File: src/rtl/breadboard.sv
// breadboard -- four-way intersection traffic-light controller.
//
// Eight inbound lanes are served two at a time by approach: WEST (W1,W2),
// SOUTH (S1,S2), EAST (E1,E2) and NORTH (N1,N2). A countdown timer holds
// each phase; when it reaches zero the next phase is granted green and the
// timer reloads from a mode-dependent value. Modes:
//   0 DAY    reload scales with the car counts of the phase being granted
//   1 NIGHT  fixed reload, approaches with no cars are skipped
//   2 EMG    emergency pre-emption, greens taken directly from emgLane
//   3 PED    all-red with every walk light on
//
// Ports
//   clk                 rising-edge clock
//   rst                 asynchronous reset, active low
//   hoursIn[4:0]        hour of day (0..23, 24..31 treated as night)
//   pedSignal           pedestrian request, latched until serviced
//   emgSignal           emergency pre-emption active (level)
//   emgLane[7:0]        emergency greens, order {W1,W2,S1,S2,E1,E2,N1,N2}
//   lanes[63:0]         car counts, 8 bits each, order {W1,W2,S1,S2,E1,E2,N1,N2}
//   trafficLightOutput  1=green: [0]S1 [1]S2 [2]E1 [3]E2 [4]N1 [5]N2 [6]W1 [7]W2
module breadboard #(
  parameter int DAY_BASE   = 10,
  parameter int NIGHT_TIME = 5,
  parameter int EMG_TIME   = 3,
  parameter int PED_TIME   = 6,
  parameter int DAY_START  = 6,
  parameter int DAY_END    = 20
) (
  input  logic        clk,
  input  logic        rst,
  input  logic [4:0]  hoursIn,
  input  logic        pedSignal,
  input  logic        emgSignal,
  input  logic [7:0]  emgLane,
  input  logic [63:0] lanes,
  output logic [7:0]  trafficLightOutput
);

  localparam logic [1:0] PH_WEST  = 2'd0;
  localparam logic [1:0] PH_SOUTH = 2'd1;
  localparam logic [1:0] PH_EAST  = 2'd2;
  localparam logic [1:0] PH_NORTH = 2'd3;

  localparam logic [1:0] MODE_DAY   = 2'd0;
  localparam logic [1:0] MODE_NIGHT = 2'd1;
  localparam logic [1:0] MODE_EMG   = 2'd2;
  localparam logic [1:0] MODE_PED   = 2'd3;

  localparam logic [4:0] DAY_START_H = DAY_START[4:0];
  localparam logic [4:0] DAY_END_H   = DAY_END[4:0];
  localparam logic [7:0] DAY_BASE_W  = DAY_BASE[7:0];
  localparam logic [6:0] NIGHT_W     = NIGHT_TIME[6:0];
  localparam logic [6:0] EMG_W       = EMG_TIME[6:0];
  localparam logic [6:0] PED_W       = PED_TIME[6:0];

  // Registered state
  logic [7:0] light_q, light_d;
  logic [7:0] walk_q, walk_d;
  logic [6:0] count_q, count_d;
  logic [1:0] phase_q, phase_d;   // next approach to be granted green
  logic       ped_q, ped_d;       // pending pedestrian request
  logic       emg_q, emg_d;       // emergency was active on the previous edge

  // Named internal nets
  logic [7:0] walkingLightOutput;
  logic       dayNightSignal;
  logic [1:0] trafficMode;
  logic [6:0] currentCount;
  logic [6:0] dayLoadTime, nightLoadTime, emgLoadTime, pedLoadTime, loadIn;

  // Day-load arithmetic and night skip search
  logic [15:0] next_cnts;
  logic [8:0]  lane_sum;
  logic [7:0]  day_raw;
  logic        night_found;
  logic [1:0]  night_phase;

  // Car counts of one approach, {laneA, laneB}.
  function automatic logic [15:0] phase_counts(input logic [1:0] ph, input logic [63:0] ln);
    case (ph)
      PH_WEST:  return ln[63:48];
      PH_SOUTH: return ln[47:32];
      PH_EAST:  return ln[31:16];
      default:  return ln[15:0];
    endcase
  endfunction

  function automatic logic [7:0] phase_green(input logic [1:0] ph);
    case (ph)
      PH_WEST:  return 8'hC0;
      PH_SOUTH: return 8'h03;
      PH_EAST:  return 8'h0C;
      default:  return 8'h30;
    endcase
  endfunction

  // emgLane is ordered W1..N2 from the top bit; the output vector puts the
  // south pair in the low bits and west on top.
  function automatic logic [7:0] emg_remap(input logic [7:0] e);
    return {e[6], e[7], e[0], e[1], e[2], e[3], e[4], e[5]};
  endfunction

  assign trafficLightOutput = light_q;
  assign walkingLightOutput = walk_q;
  assign currentCount       = count_q;

  assign dayNightSignal = (hoursIn >= DAY_START_H) && (hoursIn < DAY_END_H);

  // Day reload: base plus a quarter of the granted approach's cars, capped
  // at the 7-bit counter range. The 9-bit sum cannot overflow.
  assign next_cnts     = phase_counts(phase_q, lanes);
  assign lane_sum      = {1'b0, next_cnts[15:8]} + {1'b0, next_cnts[7:0]};
  assign day_raw       = DAY_BASE_W + {1'b0, lane_sum[8:2]};
  assign dayLoadTime   = (day_raw > 8'd127) ? 7'd127 : day_raw[6:0];
  assign nightLoadTime = NIGHT_W;
  assign emgLoadTime   = EMG_W;
  assign pedLoadTime   = PED_W;

  always_comb begin
    if (emgSignal)                     trafficMode = MODE_EMG;
    else if (ped_q && count_q == 7'd0) trafficMode = MODE_PED;
    else if (dayNightSignal)           trafficMode = MODE_DAY;
    else                               trafficMode = MODE_NIGHT;
  end

  always_comb begin
    case (trafficMode)
      MODE_DAY:   loadIn = dayLoadTime;
      MODE_NIGHT: loadIn = nightLoadTime;
      MODE_EMG:   loadIn = emgLoadTime;
      default:    loadIn = pedLoadTime;
    endcase
  end

  // Night: first approach with any cars, starting at the pending phase.
  // Iterating downward lets the nearest candidate win.
  always_comb begin
    night_found = 1'b0;
    night_phase = phase_q;
    for (int k = 3; k >= 0; k--) begin
      logic [1:0] cand;
      cand = phase_q + 2'(k);
      if (phase_counts(cand, lanes) != 16'd0) begin
        night_found = 1'b1;
        night_phase = cand;
      end
    end
  end

  always_comb begin
    light_d = light_q;
    walk_d  = walk_q;
    count_d = count_q;
    phase_d = phase_q;
    ped_d   = ped_q | pedSignal;
    emg_d   = emgSignal;
    if (emgSignal) begin
      // Pre-empt regardless of the timer; the pending phase is kept so
      // rotation continues after the interrupted approach.
      light_d = emg_remap(emgLane);
      walk_d  = 8'h00;
      count_d = loadIn;
    end else if (emg_q) begin
      // Release edge: one all-red cycle with the timer expired.
      light_d = 8'h00;
      walk_d  = 8'h00;
      count_d = 7'd0;
    end else if (count_q != 7'd0) begin
      count_d = count_q - 7'd1;
    end else begin
      count_d = loadIn;
      walk_d  = 8'h00;
      case (trafficMode)
        MODE_PED: begin
          light_d = 8'h00;
          walk_d  = 8'hFF;
          ped_d   = 1'b0;
        end
        MODE_DAY: begin
          light_d = phase_green(phase_q);
          phase_d = phase_q + 2'd1;
        end
        default: begin
          if (night_found) begin
            light_d = phase_green(night_phase);
            phase_d = night_phase + 2'd1;
          end else begin
            light_d = 8'h00;
          end
        end
      endcase
    end
  end

  always_ff @(posedge clk or negedge rst) begin
    if (!rst) begin
      light_q <= 8'h00;
      walk_q  <= 8'h00;
      count_q <= 7'd0;
      phase_q <= PH_WEST;
      ped_q   <= 1'b0;
      emg_q   <= 1'b0;
    end else begin
      light_q <= light_d;
      walk_q  <= walk_d;
      count_q <= count_d;
      phase_q <= phase_d;
      ped_q   <= ped_d;
      emg_q   <= emg_d;
    end
  end

endmodule

File: config.mk
export PLATFORM = sky130hd
export DESIGN_NAME = breadboard
export DESIGN_NICKNAME = d
export VERILOG_FILES = /design/src/rtl/breadboard.sv
export SDC_FILE = /design/constraint.sdc
export NUM_CORES = 1
export LEC_CHECK = 0
export BUFFER_PORTS_ARGS = -buffer_cell sky130_fd_sc_hd__buf_2
export CAP_MARGIN = 30
export CORE_ASPECT_RATIO = 1.2
export CORE_MARGIN = 2
export CORE_UTILIZATION = 30
export CTS_CLUSTER_DIAMETER = 200
export DETAILED_ROUTE_END_ITERATION = 10
export PLACE_DENSITY_LB_ADDON = 0.12
export SLEW_MARGIN = 15
export SYNTH_ARGS = -nofsm -noshare
export SYNTH_HDL_FRONTEND = slang
export SYNTH_SLANG_ARGS = --single-unit
File: constraint.sdc
create_clock -name clk -period 3.45 [get_ports clk]
set_input_delay 0.345 -clock clk [delete_from_list [all_inputs] [get_ports clk]]
set_output_delay 0.345 -clock clk [all_outputs]
set_load 0.005 [all_outputs]
==> flow_summary.ini <==
[job]
max_cap_violations = 0

[grt]
grt_max_degree = 20
grt_pass1_vias = 2797
antenna_found_initial = 0
grt_use_total_pct = 17.8
grt_pass1_wl_mm = 12.8
grt-ovfl-total = 0

[worst_setup_path]
ff2ff_path_depth = 16
worstPathRequired_ns = 3.62
worstSetupStartpointType = register
criticalPathCategory = reg -> reg
critPathArrivalTime_ns = 3.63
slowest_delay_ns = 0.43
crit_top_cell = buf_4
cp_cell_sequence = inv_4, ha_4, a222oi_1, buf_4, a21oi_2, ha_1, inv_2, a211oi_4, nand2_2, or3_4, a311oi_2, xor2_1, buf_4, and4_4, nor2_2, o221ai_1
crit_fanout = 5
crit_path_end_kind = register
slowest_stage = dfrtp_2

[synthesis]
synthSimpleGateAreaFrac_pct = 22.6
yosys_warnings = 0
synth_top_flop_cell = dfrtp_1
syn_area_per_cell_um2 = 8.17
ys_seq_area_share_pct = 20.1
synthXorXnorAreaFrac_pct = 5.19
synth_cell_types = 49
synth_top_family_by_area = compound AO/OA/AOI/OAI gates
ys_seq_elements = 19
synth.net_count = 394
syn-cell-area_um2 = 2360
synth_compound_area_share_pct = 31.9
muxShareOfSynthArea_pct = 1.32
async_flop_share_pct = 100
synth-edff-count = 0
synth-adder-area-share_pct = 12.7
synthCells = 289

[clocking]
cts_buffers = 3
cts_tree = done
clock_path_buffers = 2
cts.clk_slew.worst_paths_ns = 0.07
cts_root_buffer = clkbuf_8
clk_latency_ns = 0.25
cts_max_level = 1
cts.sinks = 19

[finish]
fin_util_pct = 45.3
fin_nets = 527
layout_common_cells = 87 x buf_2, 49 x buf_4, 26 x nor2_1
final_common_cell = buf_2
final_cell_area_um2 = 3470
antenna_cells = 0
syn2layout_area_growth_pct = 46.9
drive_gt1_share_pct = 45.6
instances_no_fill = 513

[place]
numPortBuffers = 87
dp_cells = 498
pre_cts_slack_ns = -0.174
hpwl_mm = 6.18
place_area_um2 = 3170
gp_congestion = 0.858

[sta]
fin_ws_ns = -0.00808
slew_violations = 0
slew_headroom_pct = 48.1
post-route-period-util_pct = 100
finalCriticalPeriod_ns = 3.46
fin_hold_ws_ns = 0.0234
fin_skew_ns = 0.00196
clock.fmax_mhz = 289
setup_violations = 1
setup_tns_ns = -0.00808
grt_setup_unrepaired = yes
worst_pin_slew_ns = 0.776
hold_viol_final = 0

[routing]
ant_nets = 0
vias = 2792
drc = 0
drtIter0Drc = 134
drt_first_pass_iters = 5
routed_wl_mm = 7.53
vias_per_cell = 5.44
wl_per_cell_um = 14.7

[floorplan]
die_y_um = 101
die_x_um = 85.0
pin_count = 89
die_area_um2 = 8600
start_util_pct = 30.8
core-area_um2 = 7660
row_count = 35

[power_and_ir_drop]
power_mw = 4.67
p_leak_nw = 1.58
ir_worst_vdd_v = 0.000742
cellPowerDensity_nw_per_um2 = 1340

[hold_path]
worstHoldPathType = in -> async

[run_status]
status = finished, violations left
violations = setup timing
metal layers:
metal / global-route usage (%) / vias up / wire length (µm)
met5: 0 / - / 0
met4: 5.86 / 0 / 161
li1: - / 1395 / -
met2: 33.1 / 101 / 3830
met1: 21.8 / 1284 / 3120
met3: 1.22 / 12 / 421
sequential cells by signal, indices dropped and copies added (netlist names):
| signal | flops |
|---|---|
| count_q | 7 |
| trafficLightOutput | 8 |
| phase_q | 2 |
| ped_q | 1 |
| emg_q | 1 |
cell type report:
type	instances	area, µm²
Clock buffer	4	45.0
Fill cell	806	4190
Inverter	15	58.8
Multi-Input combinational cell	241	1900
Sequential cell	19	478
Tap cell	92	115
Timing Repair Buffer	142	871
final timing paths:
path	end	slack (ns)	startpoint
max reg2reg	count_q[2]	-0.008	phase_q[0]
max	count_q[2]	-0.008	phase_q[0]
min	trafficLightOutput[3]	0.02	rst
min in group clk	trafficLightOutput[4]	0.32	emgLane[1]
max in group asynchronous	phase_q[0]	3.10	rst
min reg2reg	count_q[6]	0.54	count_q[6]
cells in the mapped netlist, types with 2 or more instances:
cell / number / area (µm²)
clkbuf_1: 7 / 26.3
nor2_1: 27 / 101
o21ai_1: 2 / 10.0
nand4_1: 5 / 31.3
and4_1: 3 / 26.3
o21a_1: 10 / 75.1
nand3_1: 3 / 15.0
xnor2_1: 9 / 78.8
buf_6: 4 / 45.0
a211oi_1: 2 / 15.0
nor4_1: 18 / 113
mux2i_1: 2 / 20.0
dfrtp_1: 19 / 475
a31oi_1: 2 / 12.5
o21ai_0: 8 / 40.0
nand2_1: 15 / 56.3
a221o_1: 4 / 40.0
or2_2: 2 / 12.5
ha_1: 24 / 300
o221ai_1: 2 / 17.5
nand2b_1: 3 / 18.8
o31ai_2: 2 / 25.0
or3_1: 2 / 12.5
xor2_1: 5 / 43.8
a21oi_1: 29 / 145
a222oi_1: 17 / 170
buf_2: 2 / 10.0
nor2b_1: 7 / 43.8
a22o_1: 8 / 70.1
inv_1: 15 / 56.3
nor3_1: 6 / 30.0
a22oi_1: 4 / 30.0
a2bb2oi_1: 2 / 17.5
o31ai_1: 4 / 30.0
cell families (layout without fill, tap and decap cells):
group           Yosys count  count (layout)
compound gates          102             102
xor+xnor                 14              14
fa+ha+maj                24              24
buf+inv                  29             161
flops                    19              19
mux                       3               3
simple gates             98              98
report_power, final:
group | internal (mW) | leakage, nW | switching [mW] | total [mW]
combinational | 2.09 | 1.33 | 2.08 | 4.17
sequential | 0.288 | 0.233 | 0.0543 | 0.343
clock | 0.0820 | 0.0228 | 0.0711 | 0.153
critical path: cells and delay by family (launching register included):
kind / cells / cell delay, ns
adders and majority gates: 2 / 0.44
and+or+nand+nor: 4 / 0.73
DFF: 1 / 0.43
buffers and inverters: 4 / 0.44
xor gates and xnor gates: 1 / 0.20
AOI/OAI and AO/OA: 5 / 1.12
timing repair:
item,4_1_cts,5_1_grt
pin swaps,11,31
setup endpoints to repair,16,16
resized for setup,13,28
buffers inserted,4,7
hold buffers,0,0
endpoints found under the hold margin,0,0
Power figures use the tool's default switching activity.
